File: config.mk
export PLATFORM = sky130hd
export DESIGN_NAME = video_sync_out
export DESIGN_NICKNAME = d
export VERILOG_FILES = /design/src/rtl/video_sync_out.sv
export SDC_FILE = /design/constraint.sdc
export NUM_CORES = 1
export LEC_CHECK = 0
export BUFFER_PORTS_ARGS = -buffer_cell sky130_fd_sc_hd__buf_2
export CAP_MARGIN = 10
export CORE_UTILIZATION = 25
export DETAILED_ROUTE_END_ITERATION = 10
export HOLD_SLACK_MARGIN = 0.05
export PLACE_DENSITY_LB_ADDON = 0.12
export SLEW_MARGIN = 25
export SYNTH_ARGS = -nofsm -noshare
export SYNTH_HDL_FRONTEND = slang
export SYNTH_SLANG_ARGS = --single-unit
export TNS_END_PERCENT = 1
File: constraint.sdc
create_clock -name clk -period 2.5 [get_ports clk]
set_input_delay 0.5 -clock clk [delete_from_list [all_inputs] [get_ports clk]]
set_output_delay 0.5 -clock clk [all_outputs]
set_load 0.1 [all_outputs]
File: src/rtl/video_sync_out.sv
// VGA sink: free-running raster counters drive the sync pins, and pixels are pulled
// from a vld/rdy stream only in active video once the stream's sof meets raster origin.
module video_sync_out #(
    parameter int RGB_SIZE  = 12,
    parameter int H_DISPLAY = 640,
    parameter int H_FRONT   = 16,
    parameter int H_SYNC    = 96,
    parameter int H_BACK    = 48,
    parameter int V_DISPLAY = 480,
    parameter int V_FRONT   = 10,
    parameter int V_SYNC    = 2,
    parameter int V_BACK    = 33,
    parameter int SYNC_POL  = 0
) (
    input  logic                clk,
    input  logic                rst,
    input  logic                sink_vld,
    output logic                sink_rdy,
    input  logic [1:0]          sink_fc,
    input  logic [RGB_SIZE-1:0] sink_rgb,
    output logic                vga_hsync,
    output logic                vga_vsync,
    output logic [RGB_SIZE-1:0] vga_rgb,
    output logic                locked,
    output logic                underflow,
    output logic                misalign
);

    localparam int H_TOTAL = H_DISPLAY + H_FRONT + H_SYNC + H_BACK;
    localparam int V_TOTAL = V_DISPLAY + V_FRONT + V_SYNC + V_BACK;
    localparam int HW = $clog2(H_TOTAL);
    localparam int VW = $clog2(V_TOTAL);

    localparam logic [HW-1:0] H_MAX      = HW'(H_TOTAL - 1);
    localparam logic [HW-1:0] H_ACT_MAX  = HW'(H_DISPLAY - 1);
    localparam logic [HW-1:0] HS_FIRST   = HW'(H_DISPLAY + H_FRONT);
    localparam logic [HW-1:0] HS_LAST    = HW'(H_DISPLAY + H_FRONT + H_SYNC - 1);
    localparam logic [VW-1:0] V_MAX      = VW'(V_TOTAL - 1);
    localparam logic [VW-1:0] V_ACT_MAX  = VW'(V_DISPLAY - 1);
    localparam logic [VW-1:0] VS_FIRST   = VW'(V_DISPLAY + V_FRONT);
    localparam logic [VW-1:0] VS_LAST    = VW'(V_DISPLAY + V_FRONT + V_SYNC - 1);
    localparam logic          SYNC_ON    = (SYNC_POL != 0);

    typedef enum logic {SEARCH, LOCKED} state_t;

    state_t        state;
    state_t        state_nxt;
    logic [HW-1:0] h_cnt;
    logic [VW-1:0] v_cnt;
    logic          active;
    logic          at_origin;
    logic          sof;
    logic          eol;
    logic          fc_ok;
    logic          show;
    logic          underflow_nxt;
    logic          misalign_nxt;

    // sink_fc carries {eol, sof}
    assign sof       = sink_fc[0];
    assign eol       = sink_fc[1];
    assign active    = (h_cnt <= H_ACT_MAX) && (v_cnt <= V_ACT_MAX);
    assign at_origin = (h_cnt == '0) && (v_cnt == '0);
    assign fc_ok     = (sof == at_origin) && (eol == (h_cnt == H_ACT_MAX));
    assign locked    = (state == LOCKED);

    always_ff @(posedge clk) begin
        if (rst) begin
            h_cnt <= '0;
            v_cnt <= '0;
        end else if (h_cnt == H_MAX) begin
            h_cnt <= '0;
            v_cnt <= (v_cnt == V_MAX) ? '0 : v_cnt + 1'b1;
        end else begin
            h_cnt <= h_cnt + 1'b1;
        end
    end

    always_ff @(posedge clk) begin
        if (rst) begin
            state <= SEARCH;
        end else begin
            state <= state_nxt;
        end
    end

    always_comb begin
        state_nxt = state;
        case (state)
            SEARCH: begin
                if (sink_vld && sof && at_origin) begin
                    state_nxt = LOCKED;
                end
            end
            LOCKED: begin
                if (active && (!sink_vld || !fc_ok)) begin
                    state_nxt = SEARCH;
                end
            end
            default: state_nxt = SEARCH;
        endcase
    end

    // While searching, non-sof pixels are flushed and a sof pixel is held until origin.
    always_comb begin
        sink_rdy      = 1'b0;
        show          = 1'b0;
        underflow_nxt = 1'b0;
        misalign_nxt  = 1'b0;
        if (!rst) begin
            case (state)
                SEARCH: begin
                    if (sink_vld && !sof) begin
                        sink_rdy = 1'b1;
                    end else if (sink_vld && at_origin) begin
                        sink_rdy = 1'b1;
                        show     = 1'b1;
                    end
                end
                LOCKED: begin
                    if (active) begin
                        if (!sink_vld) begin
                            sink_rdy      = 1'b1;
                            underflow_nxt = 1'b1;
                        end else if (!fc_ok) begin
                            misalign_nxt  = 1'b1;
                        end else begin
                            sink_rdy = 1'b1;
                            show     = 1'b1;
                        end
                    end
                end
                default: ;
            endcase
        end
    end

    always_ff @(posedge clk) begin
        if (rst) begin
            vga_hsync <= ~SYNC_ON;
            vga_vsync <= ~SYNC_ON;
            vga_rgb   <= '0;
            underflow <= 1'b0;
            misalign  <= 1'b0;
        end else begin
            vga_hsync <= (h_cnt >= HS_FIRST && h_cnt <= HS_LAST) ? SYNC_ON : ~SYNC_ON;
            vga_vsync <= (v_cnt >= VS_FIRST && v_cnt <= VS_LAST) ? SYNC_ON : ~SYNC_ON;
            vga_rgb   <= show ? sink_rgb : '0;
            underflow <= underflow_nxt;
            misalign  <= misalign_nxt;
        end
    end

endmodule

======== Yosys cells after proc, flatten, opt, wreduce, memory -nomap -nowiden ========
Index checks and enable logic that the tools add are counted.
operators by class
  $add $sub $neg .......................... 2
  order comparisons ....................... 6
  equality and inequality tests ........... 5
  mux-type cells .......................... 20
  bitwise operators ....................... 4
  reduce and logical (&&, ||, !) cells .... 20
operator list
  kind                     count
  $eq A10 B10 Y1 const B   3
  $add A10 B1 Y10 const B  2
  $le A10 B10 Y1 const B   2
  $le A10 B9 Y1 const B    2
  $logic_not A10 Y1        2
  $mux W1                  16
  $ge A10 B10 Y1 const B   1
  $ge A10 B9 Y1 const B    1
  $logic_and A1 B1 Y1      10
  $mux W10                 1
  $pmux W1 S2              3
  $not A1 Y1               4
  $reduce_or A2 Y1         2
  $reduce_or A4 Y1         1
  $logic_not A1 Y1         3
  $reduce_or A3 Y1         1
  $eq A1 B1 Y1             2
  $logic_or A1 B1 Y1       1
word-level totals
  register bits ........................... 37
  input port bits ......................... 17
  logic and storage cells ................. 65

======== Logic depth before layout (Yosys ltp) ========
Gate-level depths: netlist (run 1).
  word-level depth ........................ 11
  gate-level depth with buffers ........... 9

======== Worst setup path after synthesis (run 1) ========
No wires, ideal clock.
  path type ............................... register to output
  start ................................... reg v_cnt[0]
  end ..................................... out sink_rdy
  arrival ................................. 3060 ps
  slack ................................... -1060 ps
  cell stages (with the launch flop) ...... 9
  cell sequence ........................... dfxtp_1 inv_1 ha_1 nor2b_1 and4_2 and3b_2 nor3_4 o21bai_1 a21oi_1
between the ends
  cells in the longest elaborated chain, start to end .. 9
ends and longest elaborated chain
  element                 RTL line  text
  from (decl)             49        logic [VW-1:0] v_cnt;
  from (signal assigned)  73        v_cnt <= (v_cnt == V_MAX) ? '0 : v_cnt + 1'b1;
  $logic_not A10 Y1       63        assign at_origin = (h_cnt == '0) && (v_cnt == '0);
  $logic_and A1 B1 Y1     63
  $eq A1 B1 Y1            64        assign fc_ok = (sof == at_origin) && (eol == (h_cnt == H_ACT_MAX));
  $logic_and A1 B1 Y1     64
  $mux W1                 125       end else if (!fc_ok) begin
  $mux W1                 122       if (!sink_vld) begin
  $mux W1                 121       if (active) begin
  $pmux W1 S2 *           111       case (state)
  $mux W1 *               110       if (!rst) begin
  to (decl)               18        output logic sink_rdy,
Every way passes the cells marked *; elsewhere a longest branch is shown, timed or not.

======== Worst setup path in the final report (run 1) ========
  start ................................... reg h_cnt[0]
  end ..................................... out sink_rdy
between the ends
  cells in the longest elaborated chain, start to end .. 9
ends and longest elaborated chain
  element                 RTL line  text
  from (decl)             48        logic [HW-1:0] h_cnt;
  from (signal assigned)  75        h_cnt <= h_cnt + 1'b1;
  $logic_not A10 Y1       63
  $logic_and A1 B1 Y1     63
  $eq A1 B1 Y1            64
  $logic_and A1 B1 Y1     64
  $mux W1                 125
  $mux W1                 122
  $mux W1                 121
  $pmux W1 S2 *           111
  $mux W1 *               110
Marked as above.

==> metrics.txt, run 1 <==
# TYPE chip_impl_metric gauge
chip_impl_metric{name="ir_drop",unit="mV"} 0.1799
chip_impl_metric{name="core_region_area",unit="mm²"} 0.006459
chip_impl_metric{name="synth.net_count",unit=""} 201
chip_impl_metric{name="max_stage_delay",unit="ns"} 0.41
chip_impl_metric{name="crit_buf_inv",unit=""} 2
chip_impl_metric{name="period_utilisation_layout",unit=""} 1.047
chip_impl_metric{name="power_leakage",unit="nW"} 0.9869
chip_impl_metric{name="ys.warnings.count",unit=""} 0
chip_impl_info{name="min-delay-path-class",value="in2reg"} 1
chip_impl_metric{name="routedWlPerCell",unit="µm"} 11.83
chip_impl_info{name="rsz0062_at_grt",value="yes"} 1
chip_impl_info{name="cp_top_family",value="simple AND/OR/NAND/NOR gates"} 1
chip_impl_metric{name="synth_area_per_cell",unit="µm²"} 9.478
chip_impl_metric{name="cts.sink_count",unit=""} 37
chip_impl_metric{name="netlist_instances",unit=""} 179
chip_impl_info{name="library_cell_used_as_clock_root_buffer",value="sky130_fd_sc_hd__clkbuf_8"} 1
chip_impl_metric{name="gp_congestion",unit=""} 0.7234
chip_impl_metric{name="drv.max_cap_violation_count",unit=""} 0
chip_impl_metric{name="htree_num_levels",unit=""} 2
chip_impl_metric{name="pin_count",unit=""} 35
chip_impl_info{name="worstPathCellList",value="inv_4 > ha_4 > nor4b_4 > and4_4 > a21boi_4 > or3_4 > a21oi_4 > buf_12"} 1
chip_impl_metric{name="via_count",unit=""} 1383
chip_impl_metric{name="synth-seq-cells",unit=""} 37
chip_impl_metric{name="yosysUniqueCellTypes",unit=""} 42
chip_impl_metric{name="final.setup_skew",unit="ns"} 0.005060
chip_impl_metric{name="flow.area_growth_from_synthesis",unit="%"} 35.84
chip_impl_metric{name="via_per_inst",unit=""} 4.433
chip_impl_metric{name="die_width",unit="µm"} 84.38
chip_impl_metric{name="design.die.area",unit="mm²"} 0.007120
chip_impl_metric{name="globalRouteTotalUtil",unit=""} 0.1091
chip_impl_metric{name="timing.final.max_slew_violations",unit=""} 0
chip_impl_metric{name="slew-limit-headroom",unit=""} 0.6736
chip_impl_metric{name="netlist.area_leader.share",unit=""} 0.4366
chip_impl_metric{name="first_global_vias",unit=""} 1283
chip_impl_metric{name="r2r_slack",unit="ns"} 0.36
chip_impl_metric{name="cts.hold.buffers_added",unit=""} 0
chip_impl_metric{name="clock_latency",unit="ns"} 0.29
chip_impl_metric{name="drt-met1-wl",unit="mm"} 1.733
chip_impl_info{name="worst_setup_path_end_kind",value="output pin"} 1
chip_impl_metric{name="post-dp-hpwl",unit="mm"} 2.665
chip_impl_metric{name="clk_path_buf_depth",unit=""} 2
chip_impl_info{name="worst_path_max_delay_cell",value="sky130_fd_sc_hd__or3_4"} 1
chip_impl_metric{name="cts.reportedPaths.clkPinSlew",unit="ns"} 0.07
chip_impl_metric{name="finalHoldViolCount",unit=""} 0
chip_impl_metric{name="final_period_minus_worst_setup_slack",unit="ns"} 2.617
chip_impl_metric{name="port-buffer-count",unit=""} 34
chip_impl_metric{name="worst_ep_arrival_time",unit="ns"} 2.12
chip_impl_metric{name="grt_first_pass_wirelength",unit="mm"} 6.065
chip_impl_metric{name="dr.first_iter.drc_count",unit=""} 64
chip_impl_metric{name="die_y",unit="µm"} 84.38
chip_impl_metric{name="wl_met3",unit="µm"} 263
chip_impl_metric{name="cp_max_fo",unit=""} 4
chip_impl_metric{name="post_layout_power",unit="mW"} 1.276
chip_impl_info{name="outcome",value="complete, but fails checks"} 1
chip_impl_info{name="cts_tree",value="done"} 1
chip_impl_metric{name="power_per_cell_area",unit="mW/mm²"} 553.8
chip_impl_metric{name="synth_enable_flop_cells",unit=""} 0
chip_impl_metric{name="finalNetCount",unit=""} 256
chip_impl_info{name="crit_path_start_kind",value="register"} 1
chip_impl_metric{name="cts-buffers-inserted",unit=""} 5
chip_impl_metric{name="fmaxAchievable",unit="MHz"} 382.1
chip_impl_metric{name="leftover_overflow_at_the_end_of_global_routing",unit=""} 0
chip_impl_metric{name="final.setup.worst_slack",unit="ns"} -0.1173
chip_impl_metric{name="detail_route.first_pass.iterations",unit=""} 7
chip_impl_metric{name="grt_antenna_before_repair",unit=""} 0
chip_impl_metric{name="routed-wl-met2",unit="mm"} 1.634
chip_impl_metric{name="setup_viol",unit=""} 1
chip_impl_metric{name="n_antenna_cell",unit=""} 0
chip_impl_metric{name="detail-route-antenna-nets",unit=""} 0
chip_impl_info{name="ys_top_cells_by_area",value="sky130_fd_sc_hd__dfxtp_1 44%, sky130_fd_sc_hd__nor2_1 5.5%, sky130_fd_sc_hd__xor2_1 4.6%, sky130_fd_sc_hd__nor2b_2 4.1%, sky130_fd_sc_hd__ha_1 3.7%"} 1
chip_impl_metric{name="std_cell_rows",unit=""} 29
chip_impl_info{name="worst-setup-path-type",value="reg2out"} 1
chip_impl_metric{name="initial_core_util",unit=""} 0.2627
chip_impl_info{name="route.top_layer_used",value="met4"} 1
chip_impl_metric{name="post_synth_instance_area",unit="mm²"} 0.001697
chip_impl_metric{name="finalWirelength",unit="mm"} 3.691
chip_impl_info{name="violations",value="DRC, setup timing"} 1
chip_impl_metric{name="post-route-drc-count",unit=""} 6
chip_impl_info{name="synthDominantAreaCellType",value="sky130_fd_sc_hd__dfxtp_1"} 1
chip_impl_metric{name="synth-async-reset-ratio",unit=""} 0
chip_impl_metric{name="max_slew.worst_pin.slew",unit="ns"} 0.4930
chip_impl_info{name="synth_top_flop_cell",value="sky130_fd_sc_hd__dfxtp_1"} 1
chip_impl_metric{name="setup_tns",unit="ns"} -0.1173
chip_impl_metric{name="synth_seq_area_share",unit=""} 0.4366
chip_impl_metric{name="worst-endpoint-required",unit="ns"} 2.00
chip_impl_metric{name="final_layout_size_suffix_gt1_frac",unit=""} 0.4298
chip_impl_metric{name="grt_max_degree",unit=""} 15
==> routing by layer <==
| layer | global-route usage | vias to the layer above |
|---|---|---|
| li1 | - | 715 |
| met1 | 0.1325 | 616 |
| met2 | 0.1788 | 46 |
| met3 | 0.03441 | 6 |
| met4 | 0.04622 | 0 |
| met5 | 0 | - |
==> cells in the mapped netlist (2+ instances only) <==
cell type / instances
sky130_fd_sc_hd__dfxtp_1: 37
sky130_fd_sc_hd__nor2_1: 25
sky130_fd_sc_hd__nand2_1: 12
sky130_fd_sc_hd__inv_1: 9
sky130_fd_sc_hd__xor2_1: 9
sky130_fd_sc_hd__nor2b_2: 8
sky130_fd_sc_hd__nand3_1: 7
sky130_fd_sc_hd__nor3_1: 7
sky130_fd_sc_hd__xnor2_1: 7
sky130_fd_sc_hd__a21oi_1: 6
sky130_fd_sc_hd__ha_1: 5
sky130_fd_sc_hd__nor2b_1: 5
sky130_fd_sc_hd__nand4_1: 4
sky130_fd_sc_hd__clkbuf_1: 3
sky130_fd_sc_hd__nor4_1: 3
sky130_fd_sc_hd__buf_2: 2
sky130_fd_sc_hd__buf_6: 2
sky130_fd_sc_hd__nor2b_4: 2
sky130_fd_sc_hd__nor4b_1: 2
sky130_fd_sc_hd__o211ai_1: 2
==> worst register-to-register path: cells and delay by family (launching register included) <==
family	cells	cell delay, ns
AO/OA/AOI/OAI	1	0.14
AND/OR/NAND/NOR	5	0.89
buffers and inverters	4	0.70
flip-flops	1	0.31
==> stage by stage <==
step                utilization  instance area (µm²)  hold WS, ns  setup slack [ns]  cells
CTS                      0.3410                 2202       0.4078          -0.09578    306
finish                   0.3568                 2305       0.4174           -0.1173    312
detailed placement       0.3179                 2053       0.4508           0.05564    296
global placement         0.3179                 2053       0.4525           0.06968    296
global route             0.3568                 2305       0.4146           -0.2016    312
floorplan                     -                 1718       0.4297          -0.05385    179
==> area by class of cell <==
cell class	instances	area, µm²
clock buffer	7	96.34
clock inverter	1	5.005
fill	675	4154
inverter	9	38.79
multi-input combinational	126	969.7
sequential	37	752.0
tap	77	96.34
timing repair buffer	55	346.6
==> kinds of logic after synthesis <==
family	after synthesis	synth area share
and+or+nand+nor	89	0.3274
AOI/OAI and AO/OA	16	0.07080
buffers and inverters	16	0.04572
DFF	37	0.4366
xor gates and xnor gates	16	0.08260
adders and majority gates	5	0.03687
==> registers in the layout (all words and copies together) (netlist names) <==
signal and count:
h_cnt 10, locked 1, misalign 1, underflow 1
v_cnt 10, vga_hsync 1, vga_rgb 12, vga_vsync 1
==> what timing repair did <==
action / in CTS / in global routing
buffers inserted: 2 / 6
pin swaps: 3 / 9
endpoints found under the setup margin: 1 / 1
gates resized for setup: 7 / 16
==> cells in the final DEF (no fill, tap or decap), types with 6 or more instances in the layout <==
master	n
sky130_fd_sc_hd__buf_2	33
sky130_fd_sc_hd__dfxtp_1	32
sky130_fd_sc_hd__nand3_1	7
sky130_fd_sc_hd__buf_4	20
sky130_fd_sc_hd__nor2_1	24
sky130_fd_sc_hd__xor2_1	9
sky130_fd_sc_hd__nand2_1	12
sky130_fd_sc_hd__xnor2_1	6
sky130_fd_sc_hd__nor3_1	7
sky130_fd_sc_hd__clkbuf_8	7
sky130_fd_sc_hd__nor2b_2	8
==> path summary, 6_finish.rpt <==
check                                to           startpoint  depth (start not counted)
setup / recovery               sink_rdy  h_cnt[0]$_SDFF_PP0_                          8
hold / removal    vga_rgb[0]$_SDFF_PP0_          sink_rgb[0]                          2
setup reg to reg  vga_rgb[1]$_SDFF_PP0_  h_cnt[7]$_SDFF_PP0_                         10
hold reg to reg     h_cnt[0]$_SDFF_PP0_  h_cnt[0]$_SDFF_PP0_                          2
==> where the power goes <==
group / total (mW) / internal, mW / switching (mW)
sequential: 0.612 / 0.602 / 0.0106
clock: 0.463 / 0.249 / 0.214
combinational: 0.201 / 0.0741 / 0.127
Power figures use the tool's default switching activity.
==> run 2: changes to the inputs <==
--- a/config.mk
+++ b/config.mk
@@ -11,6 +11,7 @@
 export DETAILED_ROUTE_END_ITERATION = 10
 export HOLD_SLACK_MARGIN = 0.05
 export PLACE_DENSITY_LB_ADDON = 0.12
+export REMOVE_ABC_BUFFERS = 1
 export SLEW_MARGIN = 25
 export SYNTH_ARGS = -nofsm -noshare
 export SYNTH_HDL_FRONTEND = slang
==> metrics.txt, run 2 (same netlist as run 1, synthesis figures left out) <==
# TYPE chip_impl_metric gauge
chip_impl_metric{name="power_per_cell_area",unit="mW/mm²"} 532.1
chip_impl_metric{name="first_global_vias",unit=""} 1331
chip_impl_info{name="library_cell_used_as_clock_root_buffer",value="sky130_fd_sc_hd__clkbuf_8"} 1
chip_impl_metric{name="max_slew.worst_pin.slew",unit="ns"} 0.4945
chip_impl_metric{name="internal_power",unit="mW"} 0.8644
chip_impl_metric{name="stdcell_area",unit="mm²"} 0.002280
chip_impl_metric{name="grt_max_degree",unit=""} 13
chip_impl_info{name="rsz0062_at_grt",value="yes"} 1
chip_impl_metric{name="cts.hold.buffers_added",unit=""} 0
chip_impl_info{name="worst_path_max_delay_cell",value="sky130_fd_sc_hd__dfxtp_2"} 1
chip_impl_info{name="worst-setup-path-type",value="reg2out"} 1
chip_impl_metric{name="cts.reportedPaths.clkPinSlew",unit="ns"} 0.08
chip_impl_metric{name="clock_latency",unit="ns"} 0.29
chip_impl_metric{name="pin_count",unit=""} 35
chip_impl_metric{name="multi_input_area",unit="µm²"} 947.2
chip_impl_metric{name="max_stage_delay",unit="ns"} 0.33
chip_impl_metric{name="switching_share",unit=""} 0.2875
chip_impl_info{name="worst_setup_path_end_kind",value="output pin"} 1
chip_impl_metric{name="post_layout_power",unit="mW"} 1.213
chip_impl_metric{name="grt_antenna_before_repair",unit=""} 0
chip_impl_metric{name="pwr-share-seq",unit=""} 0.502
chip_impl_metric{name="fmaxAchievable",unit="MHz"} 388.6
chip_impl_info{name="outcome",value="complete, but fails checks"} 1
chip_impl_metric{name="finalNetCount",unit=""} 260
chip_impl_info{name="layout.cells.most_common",value="sky130_fd_sc_hd__dfxtp_1"} 1
chip_impl_metric{name="crit_buf_inv",unit=""} 2
chip_impl_metric{name="fillerInstances",unit=""} 684
chip_impl_metric{name="initial_core_util",unit=""} 0.2627
chip_impl_metric{name="n_antenna_cell",unit=""} 0
chip_impl_metric{name="grt_first_pass_wirelength",unit="mm"} 6.182
chip_impl_metric{name="dp_worst_setup_slack",unit="ns"} -0.02767
chip_impl_metric{name="flow.area_growth_from_synthesis",unit="%"} 34.37
chip_impl_metric{name="dr.first_iter.drc_count",unit=""} 54
chip_impl_metric{name="via_per_inst",unit=""} 4.437
chip_impl_metric{name="globalRouteTotalUtil",unit=""} 0.1102
chip_impl_metric{name="final.setup.worst_slack",unit="ns"} -0.07304
chip_impl_info{name="crit_path_start_kind",value="register"} 1
chip_impl_metric{name="port-buffer-count",unit=""} 34
chip_impl_metric{name="routedWlPerCell",unit="µm"} 11.76
chip_impl_metric{name="power_leakage",unit="nW"} 0.9746
chip_impl_metric{name="post-dp-hpwl",unit="mm"} 2.697
chip_impl_metric{name="largest_reg_flops",unit=""} 12
chip_impl_metric{name="std_cell_rows",unit=""} 29
chip_impl_metric{name="r2r_slack",unit="ns"} 0.42
chip_impl_metric{name="finalNonFillerCells",unit=""} 316
chip_impl_metric{name="detail-route-antenna-nets",unit=""} 0
chip_impl_metric{name="finalWirelength",unit="mm"} 3.715
chip_impl_info{name="violations",value="DRC, setup timing"} 1
chip_impl_metric{name="via_count",unit=""} 1402
chip_impl_metric{name="design.die.area",unit="mm²"} 0.007120
chip_impl_metric{name="worst-endpoint-required",unit="ns"} 2.00
chip_impl_metric{name="final_period_minus_worst_setup_slack",unit="ns"} 2.573
chip_impl_metric{name="power_frac_clock",unit=""} 0.337
chip_impl_metric{name="leftover_overflow_at_the_end_of_global_routing",unit=""} 0
chip_impl_info{name="layout.cells.most_common_list",value="35 x sky130_fd_sc_hd__dfxtp_1, 33 x sky130_fd_sc_hd__buf_2, 25 x sky130_fd_sc_hd__nor2_1, 25 x sky130_fd_sc_hd__buf_4, 12 x sky130_fd_sc_hd__nand2_1"} 1
chip_impl_info{name="cts_tree",value="done"} 1
chip_impl_info{name="largest-register",value="vga_rgb"} 1
chip_impl_metric{name="cp_max_fo",unit=""} 3
chip_impl_info{name="largestRegisters",value="vga_rgb: 12 flops, h_cnt: 10 flops, v_cnt: 10 flops"} 1
chip_impl_metric{name="cts.sink_count",unit=""} 37
chip_impl_metric{name="final_layout_size_suffix_gt1_frac",unit=""} 0.4059
chip_impl_metric{name="slew-limit-headroom",unit=""} 0.6726
chip_impl_metric{name="share_comb_of_total_power",unit=""} 0.161
chip_impl_metric{name="die_y",unit="µm"} 84.38
chip_impl_metric{name="gp_congestion",unit=""} 0.7412
chip_impl_metric{name="core_region_area",unit="mm²"} 0.006459
chip_impl_metric{name="period_utilisation_layout",unit=""} 1.029
chip_impl_metric{name="drv.max_cap_violation_count",unit=""} 0
chip_impl_metric{name="timing.final.max_slew_violations",unit=""} 0
chip_impl_metric{name="clk_path_buf_depth",unit=""} 2
chip_impl_metric{name="htree_num_levels",unit=""} 2
chip_impl_metric{name="hold-worst-slack",unit="ns"} 0.4158
chip_impl_metric{name="finalHoldViolCount",unit=""} 0
chip_impl_metric{name="power.switching",unit="mW"} 0.3487
chip_impl_metric{name="place_area",unit="mm²"} 0.002107
chip_impl_metric{name="sequential_cell_area",unit="µm²"} 743.2
chip_impl_metric{name="die_width",unit="µm"} 84.38
chip_impl_metric{name="setup_viol",unit=""} 1
chip_impl_metric{name="detail_route.first_pass.iterations",unit=""} 7
chip_impl_metric{name="post-route-drc-count",unit=""} 6
chip_impl_info{name="min-delay-path-class",value="in2reg"} 1
chip_impl_info{name="cp_top_family",value="simple AND/OR/NAND/NOR gates"} 1
chip_impl_metric{name="placed_cells_incl_taps",unit=""} 306
chip_impl_metric{name="final.setup_skew",unit="ns"} 0.006512
chip_impl_metric{name="cts-buffers-inserted",unit=""} 5
chip_impl_metric{name="ir_drop",unit="mV"} 0.2094
chip_impl_metric{name="worst_ep_arrival_time",unit="ns"} 2.07
chip_impl_info{name="worstPathCellList",value="buf_4 > ha_4 > and4_4 > nand4_1 > xnor2_2 > nor3_4 > o21bai_2 > a21oi_4 > buf_12"} 1
==> run 2: stage by stage <==
step | util | TNS [ns]
2_1_floorplan | - | -1.060
3_3_place_gp | 0.3262 | -0.01099
3_5_place_dp | 0.3262 | -0.02767
4_1_cts | 0.3477 | -0.08634
5_1_grt | 0.3530 | -0.1622
6_report | 0.3530 | -0.07304
==> run 2: path summary, 6_finish.rpt <==
kind,from,end,cells after the start
hold reg to reg,h_cnt[0]$_SDFF_PP0_,h_cnt[0]$_SDFF_PP0_,2
hold / removal,sink_rgb[11],vga_rgb[11]$_SDFF_PP0_,2
setup reg to reg,h_cnt[0]$_SDFF_PP0_,vga_rgb[1]$_SDFF_PP0_,11
setup / recovery,h_cnt[0]$_SDFF_PP0_,sink_rdy,9
==> run 2: final cells by class <==
| class | instances | share of cell area |
|---|---|---|
| clock buffers | 5 | 0.03019 |
| clock inverters | 3 | 0.007684 |
| inverters | 9 | 0.01482 |
| multi-input cells | 126 | 0.4155 |
| flip-flops and latches | 37 | 0.3260 |
| well taps | 77 | 0.04226 |
| repair buffers | 59 | 0.1636 |
==> run 2: what timing repair did <==
item	CTS	global route
buffers inserted	1	1
setup endpoints to repair	1	1
pin swaps	4	5
gates resized for setup	8	7
==> run 2: routing by layer <==
layer,up-vias,part of all wire,GRT usage,wire length [µm]
li1,717,-,-,-
met4,0,0.013,0.04160,47
met2,42,0.45,0.1781,1669
met5,-,0,0,0
met1,638,0.47,0.1379,1759
met3,5,0.064,0.03441,238
==> run 2: power by group through the flow <==
| stage | clock network [mW] | registers, mW | logic, mW |
|---|---|---|---|
| 2_1_floorplan | 0 | 0.682 | 0.0654 |
| 3_3_place_gp | 0 | 0.622 | 0.180 |
| 3_5_place_dp | 0 | 0.622 | 0.179 |
| 4_1_cts | 0.430 | 0.608 | 0.192 |
| 5_1_grt | 0.455 | 0.611 | 0.208 |
| 6_report | 0.409 | 0.609 | 0.195 |
==> run 2: worst register-to-register path, delay by kind of cell (launching register included) <==
kind	cells	cell delay [ns]
buf+inv	4	0.63
simple gates	4	0.49
flops	1	0.33
xor+xnor	1	0.24
fa+ha+maj	1	0.14
compound gates	1	0.13
==> run 3: changes to the inputs <==
--- a/config.mk
+++ b/config.mk
@@ -7,6 +7,8 @@
 export LEC_CHECK = 0
 export BUFFER_PORTS_ARGS = -buffer_cell sky130_fd_sc_hd__buf_2
 export CAP_MARGIN = 10
+export CORE_ASPECT_RATIO = 1.5
+export CORE_MARGIN = 1.5
 export CORE_UTILIZATION = 25
 export DETAILED_ROUTE_END_ITERATION = 10
 export HOLD_SLACK_MARGIN = 0.05
==> metrics.txt, run 3 (same netlist as run 1, synthesis figures left out) <==
# TYPE chip_impl_metric gauge
chip_impl_info{name="outcome",value="complete, but fails checks"} 1
chip_impl_info{name="violations",value="setup timing"} 1
chip_impl_info{name="layout.cells.most_common_list",value="33 x sky130_fd_sc_hd__buf_2, 32 x sky130_fd_sc_hd__dfxtp_1, 25 x sky130_fd_sc_hd__nor2_1, 25 x sky130_fd_sc_hd__buf_4, 12 x sky130_fd_sc_hd__nand2_1"} 1
chip_impl_info{name="largest-register",value="vga_rgb"} 1
chip_impl_info{name="worst_r2r_startpoint",value="h_cnt[0]$_SDFF_PP0_"} 1
chip_impl_info{name="library_cell_used_as_clock_root_buffer",value="sky130_fd_sc_hd__clkbuf_8"} 1
chip_impl_metric{name="via_per_inst",unit=""} 4.411
chip_impl_metric{name="multi_input_area",unit="µm²"} 942.2
chip_impl_metric{name="n_antenna_cell",unit=""} 0
chip_impl_metric{name="routedWlPerCell",unit="µm"} 12.03
chip_impl_metric{name="cts.sink_count",unit=""} 37
chip_impl_metric{name="post-route-drc-count",unit=""} 0
chip_impl_metric{name="post-dp-hpwl",unit="mm"} 2.906
chip_impl_metric{name="holdPathStages",unit=""} 2
chip_impl_metric{name="setup_tns",unit="ns"} -0.06042
chip_impl_metric{name="power_per_cell_area",unit="mW/mm²"} 609.2
chip_impl_metric{name="detail_route.first_pass.iterations",unit=""} 4
chip_impl_info{name="hold_path_startpoint",value="sink_rgb[11]"} 1
chip_impl_metric{name="drv.max_cap_violation_count",unit=""} 0
chip_impl_metric{name="place_area",unit="mm²"} 0.002121
chip_impl_metric{name="first_global_vias",unit=""} 1374
chip_impl_metric{name="leftover_overflow_at_the_end_of_global_routing",unit=""} 0
chip_impl_metric{name="sequential_cell_area",unit="µm²"} 747.0
chip_impl_metric{name="post_layout_power",unit="mW"} 1.423
chip_impl_metric{name="final_period_minus_worst_setup_slack",unit="ns"} 2.560
chip_impl_metric{name="slew-limit-headroom",unit=""} 0.6723
chip_impl_info{name="gr-max-usage-layer",value="met2"} 1
chip_impl_metric{name="cts.hold.buffers_added",unit=""} 0
chip_impl_metric{name="worst_ep_arrival_time",unit="ns"} 2.06
chip_impl_metric{name="globalRouteTotalUtil",unit=""} 0.1088
chip_impl_metric{name="setup_viol",unit=""} 1
chip_impl_metric{name="fmaxAchievable",unit="MHz"} 390.6
chip_impl_metric{name="pin_count",unit=""} 35
chip_impl_metric{name="std_cell_rows",unit=""} 36
chip_impl_metric{name="cts.reportedPaths.clkPinSlew",unit="ns"} 0.08
chip_impl_metric{name="flow.area_growth_from_synthesis",unit="%"} 37.68
chip_impl_metric{name="gp_congestion",unit=""} 0.7484
chip_impl_metric{name="ir_drop",unit="mV"} 0.2324
chip_impl_metric{name="grt_antenna_before_repair",unit=""} 0
chip_impl_metric{name="design.die.area",unit="mm²"} 0.007300
chip_impl_metric{name="fillerInstances",unit=""} 663
chip_impl_info{name="largestRegisters",value="vga_rgb: 12 flops, h_cnt: 10 flops, v_cnt: 10 flops"} 1
chip_impl_info{name="layout.cells.most_common",value="sky130_fd_sc_hd__buf_2"} 1
chip_impl_info{name="worst-setup-path-type",value="reg2out"} 1
chip_impl_metric{name="worstRegToRegCells",unit=""} 10
chip_impl_metric{name="cp_max_fo",unit=""} 3
chip_impl_metric{name="htree_num_levels",unit=""} 2
chip_impl_metric{name="max_slew.worst_pin.slew",unit="ns"} 0.4949
chip_impl_metric{name="die_y",unit="µm"} 103.9
chip_impl_metric{name="final.setup.worst_slack",unit="ns"} -0.06042
chip_impl_metric{name="die_width",unit="µm"} 70.27
chip_impl_metric{name="timing.final.max_slew_violations",unit=""} 0
chip_impl_info{name="worst_setup_path_end_kind",value="output pin"} 1
chip_impl_info{name="crit_path_start_kind",value="register"} 1
chip_impl_metric{name="power_leakage",unit="nW"} 1.006
chip_impl_metric{name="groute.layer.met1.usage",unit=""} 0.1097
chip_impl_metric{name="clk_path_buf_depth",unit=""} 2
chip_impl_info{name="cts_tree",value="done"} 1
chip_impl_metric{name="detail-route-antenna-nets",unit=""} 0
chip_impl_metric{name="dr.first_iter.drc_count",unit=""} 42
chip_impl_metric{name="clock_latency",unit="ns"} 0.29
chip_impl_metric{name="finalHoldViolCount",unit=""} 0
chip_impl_metric{name="stdcell_area",unit="mm²"} 0.002336
chip_impl_metric{name="finalWirelength",unit="mm"} 3.800
chip_impl_info{name="critical_path.startpoint",value="h_cnt[0]$_SDFF_PP0_"} 1
chip_impl_metric{name="final_layout_size_suffix_gt1_frac",unit=""} 0.4208
chip_impl_metric{name="grt_max_degree",unit=""} 15
chip_impl_metric{name="r2r_slack",unit="ns"} 0.53
chip_impl_metric{name="worst-endpoint-required",unit="ns"} 2.00
chip_impl_metric{name="via_count",unit=""} 1394
chip_impl_metric{name="grt_use_met3",unit=""} 0.02713
chip_impl_info{name="critical_path.reg2reg.endpoint",value="v_cnt[7]$_SDFFE_PP0P_"} 1
chip_impl_metric{name="port-buffer-count",unit=""} 34
chip_impl_metric{name="finalNetCount",unit=""} 261
chip_impl_info{name="rsz0062_at_grt",value="yes"} 1
chip_impl_metric{name="final.setup_skew",unit="ns"} 0.003265
chip_impl_info{name="holdPathEnd",value="vga_rgb[11]$_SDFF_PP0_"} 1
chip_impl_metric{name="initial_core_util",unit=""} 0.2598
chip_impl_metric{name="grt_util_met2",unit=""} 0.2075
chip_impl_metric{name="grt_first_pass_wirelength",unit="mm"} 6.285
chip_impl_metric{name="cts-buffers-inserted",unit=""} 5
chip_impl_info{name="min-delay-path-class",value="in2reg"} 1
chip_impl_metric{name="period_utilisation_layout",unit=""} 1.024
chip_impl_metric{name="largest_reg_flops",unit=""} 12
chip_impl_metric{name="core_region_area",unit="mm²"} 0.006531
## run 3: worst max path at each step
stage	end	slack [ns]	cells past startpoint
after floorplan	sink_rdy	-1.06	8
after global placement	sink_rdy	0.02	8
after detailed placement	sink_rdy	0.02	8
after CTS	sink_rdy	-0.08	8
after global routing	sink_rdy	-0.18	9
final	sink_rdy	-0.06	9
## run 3: final cells by class
cell class / instances / share of cell area
Multi-Input combinational cell: 126 / 0.4033
Sequential cell: 37 / 0.3198
Timing Repair Buffer: 60 / 0.1644
Tap cell: 76 / 0.04071
Clock buffer: 5 / 0.02946
Clock inverter: 3 / 0.02785
Inverter: 9 / 0.01446
## run 3: report_power, final
group | total, mW | internal, mW | switching (mW)
Clock | 0.620 | 0.396 | 0.223
Sequential | 0.608 | 0.602 | 0.00656
Combinational | 0.195 | 0.0693 | 0.126
Total | 1.42 | 1.07 | 0.356
## run 3: per-layer routing
metal  vias to the layer above  routed length [µm]
li1                        717                   -
met1                       637                1491
met2                        35                2078
met3                         5                 167
met4                         0                  63
met5                         -                   0
## run 3: critical path, stage by stage, from the launching register on
cell and delay (ns):
sky130_fd_sc_hd__dfxtp_2 0.35, sky130_fd_sc_hd__buf_6 0.11, sky130_fd_sc_hd__ha_4 0.14, sky130_fd_sc_hd__and4_4 0.21, sky130_fd_sc_hd__nand4_1 0.14, sky130_fd_sc_hd__xnor2_2 0.20
sky130_fd_sc_hd__nor3_4 0.14, sky130_fd_sc_hd__o21bai_2 0.11, sky130_fd_sc_hd__a21oi_4 0.17, sky130_fd_sc_hd__buf_12 0.19
## run 3: through the flow
stage,instances,setup slack [ns],util,hold slack [ns]
global route,316,-0.1761,0.3577,0.4167
floorplan,172,-1.060,-,0.4297
global placement,307,0.02347,0.3247,0.5102
detailed placement,307,0.01959,0.3247,0.5153
CTS,315,-0.08061,0.3531,0.4078
finish,316,-0.06042,0.3577,0.4145
## run 3: what timing repair did
| item | CTS | global route |
|---|---|---|
| gates resized for setup | 10 | 9 |
| setup endpoints to repair | 1 | 1 |
| buffers inserted | 0 | 1 |
| pin swaps | 6 | 2 |
